`src/rtl/pix_seq_pkg.sv`:
```
// pix_seq_pkg: shared definitions for the multi-edge PIX test sequencer.
//   - SEQ_* : sequencer state encoding (2 bits, legacy-compatible constants)
//   - PIX_SEQ_INIT_CYCLES : default INIT dwell (INIT exits when cnt equals it)
//   - eff_repeats() : repeat count with 0 mapped to 1
package pix_seq_pkg;

    localparam logic [1:0] SEQ_INIT    = 2'd0;
    localparam logic [1:0] SEQ_READY   = 2'd1;
    localparam logic [1:0] SEQ_MEASURE = 2'd2;
    localparam logic [1:0] SEQ_FINAL   = 2'd3;

    localparam int PIX_SEQ_INIT_CYCLES = 20;

    // A request for zero measurements still runs one window.
    function automatic logic [7:0] eff_repeats(input logic [7:0] n);
        return (n == 8'd0) ? 8'd1 : n;
    endfunction

endpackage

```
`src/rtl/pix_multi_edge_sequencer_if.sv`:
```
// pix_multi_edge_sequencer_if: host-side run-control handshake.
//   start, abort        : host -> sequencer requests
//   ready, measure      : sequencer state indications
//   done, aborted       : 1-cycle completion / abort pulses
//   run_count[31:0]     : completed measurement windows
// Modports: master = host / register block, slave = sequencer.
interface pix_multi_edge_sequencer_if;

    logic        start;
    logic        abort;
    logic        ready;
    logic        measure;
    logic        done;
    logic        aborted;
    logic [31:0] run_count;

    modport master (
        output start, abort,
        input  ready, measure, done, aborted, run_count
    );

    modport slave (
        input  start, abort,
        output ready, measure, done, aborted, run_count
    );

endinterface

```
`src/rtl/pix_seq_edge_channel.sv`:
```
// pix_seq_edge_channel: one release-style timed output line.
//   clk, reset : clock, asynchronous active-high reset
//   clear      : high in INIT, drops the line back into reset
//   arm        : high in MEASURE, enables the time match
//   cnt        : sequencer state counter
//   rel_time   : counter value at which the line is released
//   released   : registered line; 0 = held in reset, 1 = released
// Once released the line stays high until the next clear.
module pix_seq_edge_channel #(
    parameter int CNT_W = 12
) (
    input  logic             clk,
    input  logic             reset,
    input  logic             clear,
    input  logic             arm,
    input  logic [CNT_W-1:0] cnt,
    input  logic [CNT_W-1:0] rel_time,
    output logic             released
);

    logic edge_q, edge_d;

    always_comb begin
        edge_d = edge_q;
        if (clear)
            edge_d = 1'b0;
        else if (arm && (cnt == rel_time))
            edge_d = 1'b1;
    end

    always_ff @(posedge clk or posedge reset) begin
        if (reset) edge_q <= 1'b0;
        else       edge_q <= edge_d;
    end

    assign released = edge_q;

endmodule

```
`src/rtl/pix_multi_edge_sequencer.sv`:
```
// pix_multi_edge_sequencer: multi-channel PIX/TDC test-structure sequencer.
// INIT -> READY -> (start) MEASURE -> FINAL -> INIT, repeated n_repeats times
// per start, with abort and done reporting.
//   clk, reset    : clock, asynchronous active-high reset
//   ctl (slave)   : start/abort in; ready/measure/done/aborted/run_count out
//   edge_time     : per-line release times, line i in [i*CNT_W +: CNT_W]
//   measure_time  : MEASURE exit count
//   n_repeats     : measurements per start (0 treated as 1)
//   sel_in/sel    : channel select, loaded in INIT
//   static_in/static_out : static control bits, loaded in INIT
//   ena           : structure enable, set from the first INIT cycle on
//   edge_out      : timed release lines
// Build option PIX_SEQ_RUN_COUNTER_EN: when defined, run_count is a 32-bit
// wrapping count of completed FINAL states; otherwise it is tied to 0.
module pix_multi_edge_sequencer
    import pix_seq_pkg::*;
#(
    parameter int CNT_W       = 12,
    parameter int N_EDGE      = 4,
    parameter int SEL_W       = 4,
    parameter int N_STATIC    = 3,
    parameter int INIT_CYCLES = PIX_SEQ_INIT_CYCLES
) (
    input  logic                      clk,
    input  logic                      reset,
    pix_multi_edge_sequencer_if.slave ctl,
    input  logic [N_EDGE*CNT_W-1:0]   edge_time,
    input  logic [CNT_W-1:0]          measure_time,
    input  logic [7:0]                n_repeats,
    input  logic [SEL_W-1:0]          sel_in,
    input  logic [N_STATIC-1:0]       static_in,
    output logic [SEL_W-1:0]          sel,
    output logic                      ena,
    output logic [N_STATIC-1:0]       static_out,
    output logic [N_EDGE-1:0]         edge_out
);

    localparam logic [CNT_W-1:0] INIT_LAST = CNT_W'(INIT_CYCLES);

    logic [1:0]              state_q, state_d;
    logic [CNT_W-1:0]        cnt_q, cnt_d;
    logic [7:0]              rem_q, rem_d;
    logic [N_EDGE*CNT_W-1:0] edge_time_q, edge_time_d;
    logic [CNT_W-1:0]        meas_time_q, meas_time_d;
    logic [SEL_W-1:0]        sel_q, sel_d;
    logic [N_STATIC-1:0]     static_q, static_d;
    logic                    ena_q, ena_d;
    logic                    done_q, done_d;
    logic                    aborted_q, aborted_d;
    logic                    abort_ok;

    // A run is active exactly while repeats remain, so rem doubles as the
    // run-active flag for INIT exit and abort qualification.
    assign abort_ok = ctl.abort &&
                      ((state_q == SEQ_MEASURE) || (state_q == SEQ_FINAL) ||
                       ((state_q == SEQ_INIT) && (rem_q != 8'd0)));

    always_comb begin
        state_d     = state_q;
        rem_d       = rem_q;
        edge_time_d = edge_time_q;
        meas_time_d = meas_time_q;
        sel_d       = sel_q;
        static_d    = static_q;
        ena_d       = ena_q;
        done_d      = 1'b0;
        aborted_d   = 1'b0;

        case (state_q)
            SEQ_INIT: begin
                ena_d    = 1'b1;
                sel_d    = sel_in;
                static_d = static_in;
                if (cnt_q == INIT_LAST)
                    state_d = (rem_q != 8'd0) ? SEQ_MEASURE : SEQ_READY;
            end
            SEQ_READY: begin
                if (ctl.start && !ctl.abort) begin
                    edge_time_d = edge_time;
                    meas_time_d = measure_time;
                    rem_d       = eff_repeats(n_repeats);
                    state_d     = SEQ_MEASURE;
                end
            end
            SEQ_MEASURE: begin
                if (cnt_q == meas_time_q)
                    state_d = SEQ_FINAL;
            end
            default: begin // SEQ_FINAL
                rem_d   = rem_q - 8'd1;
                done_d  = (rem_q == 8'd1);
                state_d = SEQ_INIT;
            end
        endcase

        // Abort overrides start and the FINAL bookkeeping.
        if (abort_ok) begin
            state_d   = SEQ_INIT;
            rem_d     = 8'd0;
            done_d    = 1'b0;
            aborted_d = 1'b1;
        end

        // Any (re-)entry clears the counter; otherwise count and saturate so a
        // match on the all-ones value is still reached.
        if ((state_d != state_q) || abort_ok)
            cnt_d = '0;
        else if (cnt_q != {CNT_W{1'b1}})
            cnt_d = cnt_q + CNT_W'(1);
        else
            cnt_d = cnt_q;
    end

    always_ff @(posedge clk or posedge reset) begin
        if (reset) begin
            state_q     <= SEQ_INIT;
            cnt_q       <= '0;
            rem_q       <= 8'd0;
            edge_time_q <= '0;
            meas_time_q <= '0;
            sel_q       <= '0;
            static_q    <= '0;
            ena_q       <= 1'b0;
            done_q      <= 1'b0;
            aborted_q   <= 1'b0;
        end else begin
            state_q     <= state_d;
            cnt_q       <= cnt_d;
            rem_q       <= rem_d;
            edge_time_q <= edge_time_d;
            meas_time_q <= meas_time_d;
            sel_q       <= sel_d;
            static_q    <= static_d;
            ena_q       <= ena_d;
            done_q      <= done_d;
            aborted_q   <= aborted_d;
        end
    end

    genvar g;
    generate
        for (g = 0; g < N_EDGE; g++) begin : g_ch
            pix_seq_edge_channel #(.CNT_W(CNT_W)) u_ch (
                .clk      (clk),
                .reset    (reset),
                .clear    (state_q == SEQ_INIT),
                .arm      (state_q == SEQ_MEASURE),
                .cnt      (cnt_q),
                .rel_time (edge_time_q[g*CNT_W +: CNT_W]),
                .released (edge_out[g])
            );
        end
    endgenerate

`ifdef PIX_SEQ_RUN_COUNTER_EN
    logic [31:0] run_count_q, run_count_d;
    always_comb begin
        run_count_d = run_count_q;
        if ((state_q == SEQ_FINAL) && !abort_ok)
            run_count_d = run_count_q + 32'd1;
    end
    always_ff @(posedge clk or posedge reset) begin
        if (reset) run_count_q <= 32'd0;
        else       run_count_q <= run_count_d;
    end
    assign ctl.run_count = run_count_q;
`else
    assign ctl.run_count = 32'd0;
`endif

    assign ctl.ready   = (state_q == SEQ_READY);
    assign ctl.measure = (state_q == SEQ_MEASURE);
    assign ctl.done    = done_q;
    assign ctl.aborted = aborted_q;
    assign sel         = sel_q;
    assign ena         = ena_q;
    assign static_out  = static_q;

endmodule

```
`src/flat_wrapper.sv`:
```
// flat-port wrapper written by rule: the top's interface ports become plain ports
module pix_multi_edge_sequencer_flat import pix_seq_pkg::*;
#(
    parameter int CNT_W       = 12,
    parameter int N_EDGE      = 4,
    parameter int SEL_W       = 4,
    parameter int N_STATIC    = 3,
    parameter int INIT_CYCLES = PIX_SEQ_INIT_CYCLES
)
  (clk, reset, edge_time, measure_time, n_repeats, sel_in, static_in, sel, ena, static_out, edge_out, ctl_start, ctl_abort, ctl_ready, ctl_measure, ctl_done, ctl_aborted, ctl_run_count);
  pix_multi_edge_sequencer_if ctl_i ();
  input  logic clk;
  input  logic reset;
  input  logic [N_EDGE*CNT_W-1:0] edge_time;
  input  logic [CNT_W-1:0] measure_time;
  input  logic [7:0] n_repeats;
  input  logic [SEL_W-1:0] sel_in;
  input  logic [N_STATIC-1:0] static_in;
  output logic [SEL_W-1:0] sel;
  output logic ena;
  output logic [N_STATIC-1:0] static_out;
  output logic [N_EDGE-1:0] edge_out;
  input wire logic [$bits(ctl_i.start)-1:0] ctl_start;
  input wire logic [$bits(ctl_i.abort)-1:0] ctl_abort;
  output wire logic [$bits(ctl_i.ready)-1:0] ctl_ready;
  output wire logic [$bits(ctl_i.measure)-1:0] ctl_measure;
  output wire logic [$bits(ctl_i.done)-1:0] ctl_done;
  output wire logic [$bits(ctl_i.aborted)-1:0] ctl_aborted;
  output wire logic [$bits(ctl_i.run_count)-1:0] ctl_run_count;
  assign ctl_i.start = ctl_start;
  assign ctl_i.abort = ctl_abort;
  assign ctl_ready = ctl_i.ready;
  assign ctl_measure = ctl_i.measure;
  assign ctl_done = ctl_i.done;
  assign ctl_aborted = ctl_i.aborted;
  assign ctl_run_count = ctl_i.run_count;
  pix_multi_edge_sequencer #(.CNT_W(CNT_W), .N_EDGE(N_EDGE), .SEL_W(SEL_W), .N_STATIC(N_STATIC), .INIT_CYCLES(INIT_CYCLES)) u_core (.clk(clk), .reset(reset), .ctl(ctl_i), .edge_time(edge_time), .measure_time(measure_time), .n_repeats(n_repeats), .sel_in(sel_in), .static_in(static_in), .sel(sel), .ena(ena), .static_out(static_out), .edge_out(edge_out));
endmodule
```
`config.mk`:
```
export PLATFORM = sky130hd
export DESIGN_NAME = pix_multi_edge_sequencer_flat
export DESIGN_NICKNAME = d
export VERILOG_FILES = /design/src/rtl/pix_seq_pkg.sv /design/src/rtl/pix_multi_edge_sequencer_if.sv /design/src/rtl/pix_seq_edge_channel.sv /design/src/rtl/pix_multi_edge_sequencer.sv /design/src/flat_wrapper.sv
export SDC_FILE = /design/constraint.sdc
export NUM_CORES = 1
export LEC_CHECK = 0
export CELL_PAD_IN_SITES_DETAIL_PLACEMENT = 0
export CELL_PAD_IN_SITES_GLOBAL_PLACEMENT = 1
export CORE_UTILIZATION = 36
export CTS_BUF_LIST = sky130_fd_sc_hd__clkbuf_8
export CTS_CLUSTER_SIZE = 16
export DETAILED_ROUTE_END_ITERATION = 10
export GPL_ROUTABILITY_DRIVEN = 0
export PLACE_DENSITY_LB_ADDON = 0.05
export SYNTH_ARGS = -nofsm -noshare
export SYNTH_HDL_FRONTEND = slang
export SYNTH_SLANG_ARGS = --single-unit
```
`constraint.sdc`:
```
create_clock -name clk -period 2.92 [get_ports clk]
set_input_delay 0.584 -clock clk [delete_from_list [all_inputs] [get_ports clk]]
set_output_delay 0.584 -clock clk [all_outputs]
set_load 0.03 [all_outputs]
```
* Word-level counts from Yosys, hierarchy flattened
Index checks and enable logic that the tools add are counted.
** Storage, ports and cells
- Logic and storage cells :: 76
- Flip-flop bits (word level) :: 96
- Bits of input ports :: 79
- Output and inout bits :: 48
** Cells by class
- Mux-type cells :: 23
- Eq/ne operators :: 14
- Add/sub/neg operators :: 2
- Reductions and logical operators :: 23
** Operators with widths (number)
- $eq A12 B12 Y1 :: 5
- $mux W12 :: 2
- $mux W8 :: 3
- $pmux W8 S2 :: 1
- $add A12 B1 Y12 const B :: 1
- $eq A12 B5 Y1 const B :: 1
- $ne A12 B12 Y1 const B :: 1
- $mux W1 :: 11
- $mux W2 :: 5
- $reduce_bool A2 Y1 :: 5
- $eq A8 B1 Y1 const B :: 1
- $logic_not A8 Y1 :: 1
- $reduce_bool A8 Y1 :: 1
- $sub A8 B1 Y8 const B :: 1
- $logic_and A1 B1 Y1 :: 7
- $pmux W2 S3 :: 1
- $eq A2 B2 Y1 const B :: 2
- $reduce_and A2 Y1 :: 2
- $logic_or A1 B1 Y1 :: 3
- $ne A3 B1 Y1 const B :: 1
- $reduce_or A3 Y1 :: 1
- $eq A2 B1 Y1 const B :: 1
- $logic_not A2 Y1 :: 1
- $ne A2 B1 Y1 const B :: 1
- other kinds (3) :: 3

* Depth between registers and ports, before layout
Gate-level depths: netlist of the first run.
- Word-level depth :: 8
- Depth in mapped cells :: 9
- Gate-level depth less buffers :: 7

* By module
From an unflattened synthesis of the first run, not the netlist that was laid out.
** Second synthesis, totals
- Cell total of the unflattened synthesis :: 455
- Area total of the unflattened synthesis :: 5118.7 sq um
** Modules (own cells, without submodules)
- pix_multi_edge_sequencer :: sequential area each 2302.2 sq um, cells each 375, times used 1, area each 4408.0 sq um
- pix_seq_edge_channel :: sequential area each 25.0 sq um, cells each 20, times used 4, area each 177.7 sq um

* Worst setup path after synthesis of the first run
No wires, ideal clock.
- Path kind :: register to register
- Start :: register u_core.rem_q[0]
- End :: register u_core.cnt_q[3]
- Library setup time :: 80 ps
- Slack :: 725 ps
- Path buffers :: 2
- Arrival time :: 2115 ps
- Cell stages (with the launch flop) :: 10
- Cell sequence :: dfrtp_1 > inv_1 > ha_1 > nor3b_2 > a21oi_2 > o21a_1 > buf_6 > or4_4 > buf_6 > nor3_4
** On the way
- Word-level cells in the longest chain between the ends :: 8
- Elaborated cells on any way between the ends :: 12
- Those cells by class :: eq/ne: 1; mux: 5; reduce/logical: 6
** RTL lines
- start, declared :: line pix_multi_edge_sequencer.sv:42 : logic [7:0] rem_q, rem_d;
- start signal, assigned :: line pix_multi_edge_sequencer.sv:129 : rem_q <= rem_d;
- $reduce_bool A8 Y1 (*) :: line pix_multi_edge_sequencer.sv:56 : ((state_q == SEQ_INIT) && (rem_q != 8'd0)));
- $logic_and A1 B1 Y1 (*) :: line pix_multi_edge_sequencer.sv:56
- $logic_or A1 B1 Y1 (*) :: line pix_multi_edge_sequencer.sv:55 : ((state_q == SEQ_MEASURE) || (state_q == SEQ_FINAL) ||
- $logic_and A1 B1 Y1 (*) :: line pix_multi_edge_sequencer.sv:54 : assign abort_ok = ctl.abort &&
- named net u_core.abort_ok :: line pix_multi_edge_sequencer.sv:50 : logic abort_ok;
- $mux W2 :: line pix_multi_edge_sequencer.sv:97 : if (abort_ok) begin
- $ne A2 B2 Y1 :: line pix_multi_edge_sequencer.sv:106 : if ((state_d != state_q) || abort_ok)
- $logic_or A1 B1 Y1 (*) :: line pix_multi_edge_sequencer.sv:106
- $mux W12 or $reduce_bool A2 Y1 (tied branches)
- end signal, assigned :: line pix_multi_edge_sequencer.sv:128 : cnt_q <= cnt_d;
- end, declared :: line pix_multi_edge_sequencer.sv:41 : logic [CNT_W-1:0] cnt_q, cnt_d;
The timed path passes the listed nets; every way through them passes the cells marked *.
A chain may end at the register's enable or synchronous reset.

* Worst setup path after layout of the first run
- Start :: register u_core.state_q[0]
- End :: output port ctl_ready
** On the way
- Word-level cells in the longest chain between the ends :: 1
** RTL lines
- start, declared :: line pix_multi_edge_sequencer.sv:40 : logic [1:0] state_q, state_d;
- start signal, assigned :: line pix_multi_edge_sequencer.sv:127 : state_q <= state_d;
- $eq A2 B1 Y1 :: line pix_multi_edge_sequencer.sv:171 : assign ctl.ready = (state_q == SEQ_READY);
- end, declared :: line flat_wrapper.sv:25 : output wire logic [$bits(ctl_i.ready)-1:0] ctl_ready;
Every way passes these cells.

==> flow_summary_export.csv, run 1 <==
group,metric,value,unit
place,placed_cells,724,
global_routing,grt_max_degree,97,
worst_hold_path,hold_class,"flop to flop",
synthesis,async_reset_ff_share,100,%
synthesis,yosysMostFrequentCell,"dfrtp_1",
sta,fin_skew,12.6,ps
routing,wl,11900,um
synthesis,yosys-top-cells-count,"96 x dfrtp_1, 60 x mux2_2, 43 x nand2_1, 41 x xnor2_1, 36 x buf_4",
floorplan,start_util,37.0,%
synthesis,yosysTopAreaCell,"dfrtp_1",
sta,max_freq,372,MHz
cells_and_area,regArea,0.00240,mm^2
floorplan,rows,43,
clock_tree,insertion_delay,380,ps
routing,via_per_inst,4.86,
setup_path,crit_path_start_kind,"flop",
clock_tree,cts_resized,0,
synthesis,synthFlopType,"dfrtp_1",
synthesis,syn_avg_cell_area,10.8,um^2
place,portBuffers,94,
routing,via_count,3596,
cells_and_area,diodes,0,
sta,slew_headroom,56.5,%
synthesis,ys_seq_area_share,46.7,%
synthesis,synth_area,0.00514,mm^2
clock_tree,clockRootBuffer,"clkbuf_8",
setup_path,crit_type,"flop to output port",
global_routing,grt_use_met1,23.0,%
global_routing,met3_usage,2.58,%
sta,period_needed,2690,ps
pwr,leakage,2.68,nW
routing,dr.pass1.iters,4,
sta,worst_pin_slew,652,ps
synthesis,yosys_register_bits,96,
setup_path,worstSetupPathDepth,3,
floorplan,core-area,0.0139,mm^2
floorplan,dieArea,0.0148,mm^2
setup_path,crit_slowest_cell,"clkdlybuf4s50_1",
sta,setup_viol,0,
synthesis,netlist.area_leader.share,46.7,%
cells_and_area,fin_cells,740,
routing,drc,0,
global_routing,grt_antenna_before_repair,0,
clock_tree,postCtsSetupRepairBufs,0,
global_routing,met2_usage,27.6,%
synthesis,synth_edf_count,0,
setup_path,end_kind,"output port",
synthesis,synthXorXnorAreaFrac,10.6,%
cells_and_area,fillers,1371,
synthesis,synth_compound_area_share,5.94,%
global_routing,grtUsageTotal,17.2,%
cells_and_area,nNetsFinal,638,
sta,grt_setup_unrepaired,"false",
routing,drt-initial-drc-count,270,
floorplan,die_width,121,um
sta,holdWs,471,ps
sta,slew_violations,0,
synthesis,yosysWarnings,0,
run_status,status,"completed",
sta,setup_tns,0,ps
synthesis,synth_fa_ha_area_share,0.974,%
sta,period_share,92.1,%
place,dp_hpwl,8080,um
sta,hold_viol,0,
synthesis,synth_area_leaders,"dfrtp_1 47%, mux2_2 13%, xnor2_1 7.0%",
global_routing,grt_pass1_vias,3538,
clock_tree,clkTransAtPathRegs,90,ps
routing,ant_nets,0,
setup_path,reg2reg_depth,7,
synthesis,syn_inst,475,
cells_and_area,multi_input_area,0.00244,mm^2
clock_tree,cts_buffer_depth,2,
floorplan,io_pins,127,
setup_path,crit_chain,"nand2b_1, clkinvlp_4, clkdlybuf4s50_1",
worst_hold_path,min_path_cells,1,
global_routing,grt_pass1_wl,19000,um
clock_tree,cts_hold_buf,0,
pwr,power.density,917,mW/mm^2
setup_path,crit_family,"buffers and inverters",
pwr,ir_drop,0.000307,V
floorplan,die_h,121,um
cells_and_area,area_growth,22.8,%
synthesis,synthMuxAreaShare,13.5,%
clock_tree,htreeDepth,3,
cells_and_area,drive_gt1_share,18.2,%
synthesis,synth_top_family_by_area,"simple AND/OR/NAND/NOR gates",
clock_tree,cts_tree,"done",
global_routing,grt_most_used_layer,"met2",
clock_tree,numCtsBuffers,9,
setup_path,worst_ep_arrival_time,2100,ps
setup_path,critical-path-max-stage-delay,700,ps
global_routing,overflow,0,
setup_path,cp_max_fo,13,
synthesis,yosys.area_share.simple,13.9,%
job,drv_cap,0,
setup_path,cp_num_buf_inv,2,
routing,wl_per_cell,16.1,um
synthesis,synth_cell_types,51,
setup_path,critPathRequiredTime,2340,ps
clock_tree,cts_sinks,96,
## logic make-up (layout without fill, tap and decap cells)
family | after synthesis | after routing
mux | 62 | 62
fa+ha+maj | 4 | 4
other cells | 1 | 32
xor+xnor | 62 | 62
flops | 96 | 96
simple gates | 135 | 135
compound gates | 44 | 44
buf+inv | 71 | 125
## metal layers
metal  routed length [um]  share of wire, %
met1                 5430                46
met4                  189               1.6
met3                  605               5.1
met5                    0                 0
met2                 5690                48
## power breakdown
group	switching, mW	internal (mW)	leakage [nW]	total [mW]
logic	1.31	1.31	1.34	2.62
clock network	0.488	0.398	0.105	0.886
registers	0.470	1.82	1.24	2.29
## layout by cell type, fill, tap and decap left out, drive strengths merged, types with 2 or more instances in the layout
cell type,instances
dfrtp,96
clkdlybuf4s50,94
mux2,60
nand2,43
xnor2,41
conb,32
nor2,27
xor2,21
nand4,14
a21oi,14
inv,10
clkbuf,9
nor3,9
o21ai,8
nor4,8
nand3,7
buf,6
o41ai,5
nand2b,4
or2,4
ha,4
a211oi,4
and4,3
a31oi,3
nor3b,3
clkinv,3
or4,3
and3,2
o21a,2
nor4b,2
nand3b,2
clkinvlp,2
o31ai,2
mux2i,2
## cell type report
class | count | area share [%]
clock inverters | 7 | 1.11
flip-flops and latches | 96 | 38.1
well taps | 180 | 3.57
multi-input cells | 339 | 38.6
clock buffers | 9 | 1.96
inverters | 9 | 0.654
repair buffers | 100 | 16.0
## worst paths after layout
check,endpoint,slack (ps),from
setup / recovery,ctl_ready,230,u_core.state_q[0]$_DFF_PP0_
hold / removal,u_core.ena$_DFFE_PP0P_,470,u_core.ena$_DFFE_PP0P_
setup reg to reg,u_core.cnt_q[5]$_DFFE_PP0P_,450,u_core.rem_q[0]$_DFFE_PP0P_
hold reg to reg,u_core.ena$_DFFE_PP0P_,470,u_core.ena$_DFFE_PP0P_
max in group asynchronous,u_core.state_q[1]$_DFF_PP0_,1810,reset
min in group asynchronous,u_core.meas_time_q[1]$_DFFE_PP0P_,680,reset
## state kept, by name, indices dropped and copies added, names as in the netlist
register / flops
u_core.state_q: 2
u_core.edge_time_q: 48
u_core.cnt_q: 12
u_core.rem_q: 8
u_core.g_ch.u_ch.released: 4
u_core.ena: 1
u_core.sel: 4
u_core.meas_time_q: 12
u_core.ctl.done: 1
u_core.ctl.aborted: 1
u_core.static_out: 3
## through the flow
step / area, um^2 / worst slack (ps) / power (mW) / util, %
5_1_grt: 6310 / 51.6 / 6.25 / 45.5
4_1_cts: 6310 / 52.4 / 5.87 / 45.4
3_5_place_dp: 6110 / 270 / 4.96 / 44.0
3_3_place_gp: 6110 / 336 / 4.93 / 44.0
6_report: 6310 / 232 / 5.79 / 45.5
2_1_floorplan: 5260 / 725 / 4.31 / -
Power figures use the tool's default switching activity.
==> inputs of run 2 (changes only) <==
==> constraint.sdc (replaced) <==
create_clock -name clk -period 2.3 [get_ports clk]
set_input_delay 0.46 -clock clk [delete_from_list [all_inputs] [get_ports clk]]
set_output_delay 0.46 -clock clk [all_outputs]
set_load 0.03 [all_outputs]
==> flow_summary_export.csv, run 2 (synthesized netlist as in run 1, its figures left out) <==
group,metric,value,unit
sta,worst_pin_slew,778,ps
clock_tree,postCtsSetupRepairBufs,0,
clock_tree,cts_tree,"done",
floorplan,die_width,121,um
sta,hold_viol,0,
setup_path,critPathRequiredTime,2600,ps
clock_tree,insertion_delay,380,ps
pwr,finalPower,7.44,mW
sta,period_needed,2210,ps
clock_tree,cts_buffer_depth,2,
global_routing,overflow,0,
setup_path,crit_chain,"inv_1, ha_1, nor3b_4, a21oi_2, o21a_1, or4_4, nor3_1",
setup_path,cp_max_fo,12,
setup_path,worstSetupPathDepth,7,
routing,wl_per_cell,16.2,um
job,drv_cap,0,
cells_and_area,nNetsFinal,660,
clock_tree,cts_sinks,96,
pwr,ir_drop,0.000499,V
setup_path,crit_slowest_cell,"or4_4",
cells_and_area,fin_cells,762,
cells_and_area,largest_reg_flops,48,
setup_path,worst_ep_arrival_time,2510,ps
place,portBuffers,94,
cells_and_area,final_common_cell,"dfrtp_1",
sta,fin_skew,7.77,ps
global_routing,grt_pass1_wl,19600,um
global_routing,grtUsageTotal,17.7,%
worst_hold_path,hold_class,"flop to flop",
cells_and_area,area_growth,26.2,%
setup_path,crit_path_start_kind,"flop",
clock_tree,clockRootBuffer,"clkbuf_8",
setup_path,end_kind,"flop",
setup_path,critical-path-max-stage-delay,610,ps
setup_path,r2r_end,"u_core.cnt_q[5]$_DFFE_PP0P_",
pwr,leakage,2.84,nW
floorplan,core-area,0.0139,mm^2
sta,max_freq,452,MHz
cells_and_area,fillers,1325,
routing,dr.pass1.iters,4,
place,dp_hpwl,9060,um
setup_path,cp_num_buf_inv,1,
global_routing,grt_antenna_before_repair,0,
clock_tree,htreeDepth,3,
run_status,status,"completed",
routing,ant_nets,0,
cells_and_area,top_register,"u_core.edge_time_q",
sta,period_share,96.2,%
routing,wl,12400,um
global_routing,grt_max_degree,36,
place,place_ws,41.9,ps
sta,setup_slack,86.7,ps
floorplan,die_h,121,um
sta,slew_headroom,48.0,%
cells_and_area,diodes,0,
setup_path,cp-startpoint,"u_core.rem_q[1]$_DFFE_PP0P_",
setup_path,crit_type,"flop to flop",
routing,drt-initial-drc-count,168,
floorplan,rows,43,
routing,via_per_inst,4.83,
clock_tree,clkTransAtPathRegs,90,ps
cells_and_area,layout_common_cells,"96 x dfrtp_1, 92 x clkdlybuf4s50_1, 60 x mux2_2",
setup_path,worst-r2r-setup-slack,90,ps
setup_path,r2r-start,"u_core.rem_q[1]$_DFFE_PP0P_",
place,placed_cells,746,
setup_path,crit_family,"simple AND/OR/NAND/NOR gates",
global_routing,grt_pass1_vias,3655,
sta,slew_violations,0,
sta,setup_viol,0,
setup_path,reg2reg_depth,7,
pwr,power.density,1150,mW/mm^2
routing,drc,0,
clock_tree,numCtsBuffers,9,
floorplan,io_pins,127,
cells_and_area,drive_gt1_share,21.0,%
floorplan,dieArea,0.0148,mm^2
cells_and_area,reg_top3,"u_core.edge_time_q x48, u_core.cnt_q x12, u_core.meas_time_q x12",
routing,via_count,3677,
setup_path,endpoint,"u_core.cnt_q[5]$_DFFE_PP0P_",
floorplan,start_util,37.0,%
-- run 2: cell count changes in the layout (fill, tap and decap cells not counted), sizes merged --
cell / change
bufinv: -1
dlymetal6s2s: +2
clkbuf: +1
clkdlybuf4s50: -2
buf: +22
-- run 2: metrics by stage --
step / util [%] / area, um^2 / setup TNS, ps / hold slack [ps]
2_1_floorplan: - / 5260 / 0 / 444
3_3_place_gp: 45.4 / 6300 / 0 / 458
3_5_place_dp: 45.4 / 6300 / 0 / 454
4_1_cts: 46.7 / 6480 / 0 / 478
5_1_grt: 46.7 / 6490 / -1.32 / 508
6_report: 46.7 / 6490 / 0 / 480
-- run 2: report_power, final --
group / internal [mW] / switching (mW)
Clock: 0.417 / 0.606
Sequential: 2.31 / 0.548
Combinational: 1.80 / 1.76
Total: 4.53 / 2.91
-- run 2: worst min-delay path by stage --
stage                                                        start                                       end  cells after the start  slack [ps]
after floorplan           u_core.g_ch[0].u_ch.released$_DFFE_PP0P_  u_core.g_ch[0].u_ch.released$_DFFE_PP0P_                      2         440
final                                       u_core.ena$_DFFE_PP0P_                    u_core.ena$_DFFE_PP0P_                      1         480
after detailed placement                    u_core.ena$_DFFE_PP0P_                    u_core.ena$_DFFE_PP0P_                      1         450
after CTS                                   u_core.ena$_DFFE_PP0P_                    u_core.ena$_DFFE_PP0P_                      1         480
after global placement            u_core.static_out[2]$_DFFE_PP0P_          u_core.static_out[2]$_DFFE_PP0P_                      2         460
after global routing                        u_core.ena$_DFFE_PP0P_                    u_core.ena$_DFFE_PP0P_                      1         510
-- run 2: timing repair --
action,CTS,global route
setup endpoints to repair,0,14
hold buffers,0,0
gates resized for setup,0,3
-- run 2: cell type report --
class                   instances  area [um^2]  area share, %
inverters                       9         37.5          0.579
multi-input cells             339         2440           37.7
repair buffers                122         1210           18.6
clock inverters                 6         35.0          0.540
well taps                     180          225           3.47
flip-flops and latches         96         2400           37.0
clock buffers                  10          138           2.12
-- run 2: worst reg2reg max path, stage by stage (launching register included) --
cell,delay [ps]
dfrtp_1,420
inv_1,90
ha_1,210
nor3b_4,280
a21oi_2,100
o21a_1,210
or4_4,610
nor3_1,210
-- run 2: routing by layer --
metal	up-vias	part of all wire (%)	global-route usage [%]
met4	0	0.77	4.78
met3	6	4.8	4.37
met2	104	47	28.8
li1	1773	-	-
met1	1794	47	23.2
met5	-	0	0
==> inputs of run 3 (changes only) <==
==> constraint.sdc (replaced) <==
create_clock -name clk -period 2.3 [get_ports clk]
set_input_delay 0.46 -clock clk [delete_from_list [all_inputs] [get_ports clk]]
set_output_delay 0.46 -clock clk [all_outputs]
set_load 0.005 [all_outputs]
==> flow_summary_export.csv, run 3 (synthesized netlist as in run 1, its figures left out) <==
group,metric,value,unit
setup_path,crit_path_start_kind,"flop",
setup_path,worst-r2r-setup-slack,90,ps
global_routing,overflow,0,
sta,grt_setup_unrepaired,"false",
cells_and_area,top_register,"u_core.edge_time_q",
floorplan,die_h,121,um
sta,max_freq,452,MHz
cells_and_area,nNetsFinal,659,
clock_tree,insertion_delay,380,ps
global_routing,grt_pass1_wl,20000,um
sta,fin_skew,5.93,ps
setup_path,crit_type,"flop to flop",
sta,slew_headroom,47.5,%
clock_tree,postCtsSetupRepairBufs,0,
routing,via_count,3692,
place,dp_hpwl,8990,um
sta,period_share,96.1,%
routing,drc,0,
setup_path,end_kind,"flop",
sta,worst_pin_slew,781,ps
setup_path,worst_ep_arrival_time,2510,ps
floorplan,rows,43,
clock_tree,htreeDepth,3,
routing,dr.pass1.iters,4,
sta,slew_violations,0,
pwr,power.density,1130,mW/mm^2
setup_path,crit_chain,"inv_1, ha_2, nor3b_4, a21oi_2, o21a_1, or4_4, nor3_1",
cells_and_area,diodes,0,
sta,hold_viol,0,
setup_path,critical-path-max-stage-delay,590,ps
routing,ant_nets,0,
cells_and_area,reg_top3,"u_core.edge_time_q x48, u_core.cnt_q x12, u_core.meas_time_q x12",
clock_tree,cts_buffer_depth,2,
setup_path,cp_max_fo,6,
sta,holdWs,474,ps
cells_and_area,drive_gt1_share,21.6,%
job,drv_cap,0,
cells_and_area,largest_reg_flops,48,
routing,wl_per_cell,16.5,um
global_routing,grt_antenna_before_repair,0,
floorplan,dieArea,0.0148,mm^2
setup_path,crit_family,"simple AND/OR/NAND/NOR gates",
setup_path,cp_num_buf_inv,1,
pwr,ir_drop,0.000405,V
floorplan,start_util,37.0,%
cells_and_area,fin_util,46.8,%
global_routing,grtUsageTotal,18.1,%
worst_hold_path,hold_class,"flop to flop",
setup_path,crit_slowest_cell,"or4_4",
sta,period_needed,2210,ps
floorplan,io_pins,127,
floorplan,core-area,0.0139,mm^2
floorplan,die_width,121,um
pwr,leakage,2.79,nW
sta,setup_viol,0,
clock_tree,clockRootBuffer,"clkbuf_8",
clock_tree,numCtsBuffers,9,
routing,via_per_inst,4.86,
clock_tree,clkTransAtPathRegs,90,ps
setup_path,critPathRequiredTime,2600,ps
global_routing,grt_pass1_vias,3686,
cells_and_area,area_growth,26.4,%
cells_and_area,layout_common_cells,"94 x clkdlybuf4s50_1, 94 x dfrtp_1, 60 x mux2_2",
routing,drt-initial-drc-count,243,
run_status,status,"completed",
clock_tree,cts_tree,"done",
routing,wl,12500,um
clock_tree,cts_sinks,96,
place,portBuffers,94,
sta,setup_tns,0,ps
global_routing,grt_max_degree,36,
run 3: cell count changes in the layout (fill, tap and decap cells not counted), sizes merged:
cell	before	now
buf	28	26
clkbuf	10	11
clkdlybuf4s50	92	94
clkinv	3	1
clkinvlp	2	3
dlymetal6s2s	2	0
inv	10	9
or4	3	4
run 3: final cells by class:
type / instances / area, um^2
timing repair buffer: 120 / 1190
clock buffer: 11 / 151
clock inverter: 4 / 28.8
tap: 180 / 225
inverter: 9 / 37.5
multi-input combinational: 340 / 2460
fill: 1330 / 7380
sequential: 96 / 2400
run 3: path summary, 6_finish.rpt:
path	to	start	depth (start not counted)
min in group asynchronous	u_core.meas_time_q[2]$_DFFE_PP0P_	reset	2
worst max-delay path	u_core.cnt_q[10]$_DFFE_PP0P_	u_core.rem_q[1]$_DFFE_PP0P_	7
worst max register to register	u_core.cnt_q[10]$_DFFE_PP0P_	u_core.rem_q[1]$_DFFE_PP0P_	7
max in group asynchronous	u_core.cnt_q[4]$_DFFE_PP0P_	reset	3
worst min-delay path	u_core.ena$_DFFE_PP0P_	u_core.ena$_DFFE_PP0P_	1
worst min register to register	u_core.ena$_DFFE_PP0P_	u_core.ena$_DFFE_PP0P_	1
run 3: metrics by stage:
stage                     instance area [um^2]  power, mW  instances  setup slack [ps]
final                                     6500       7.33        760              89.3
after global routing                      6500       7.92        760              10.7
after CTS                                 6470       7.36        759              28.5
after detailed placement                  6290       6.23        744              24.2
after global placement                    6290       6.19        744              56.6
after floorplan                           5260       5.28        506               105
run 3: repair_timing:
action                     in CTS  in global routing
hold buffers                    0                  0
setup endpoints to repair       1                  9
gates resized for setup         1                  5
gates cloned                    0                  1
pin swaps                       0                  1
run 3: metal layers:
| layer | global-route usage [%] | routed length (um) | vias up |
|---|---|---|---|
| met3 | 3.29 | 647 | 17 |
| met2 | 28.9 | 5820 | 112 |
| met1 | 24.1 | 5840 | 1794 |
| met5 | 0 | 0 | - |
| met4 | 7.33 | 241 | 0 |
| li1 | - | - | 1769 |
run 3: report_power, final:
group | internal [mW] | switching (mW) | leakage, nW
Sequential | 2.31 | 0.566 | 1.23
Clock | 0.449 | 0.612 | 0.0878
Combinational | 1.82 | 1.57 | 1.47
Total | 4.58 | 2.75 | 2.79
run 3: worst register-to-register path, delay by kind of cell (launching register included):
kind	cells	cell delay, ps
AND/OR/NAND/NOR	3	1050
buffers and inverters	1	100
adder cells (fa/ha/maj)	1	210
flip-flops	1	430
AO/OA/AOI/OAI	2	350
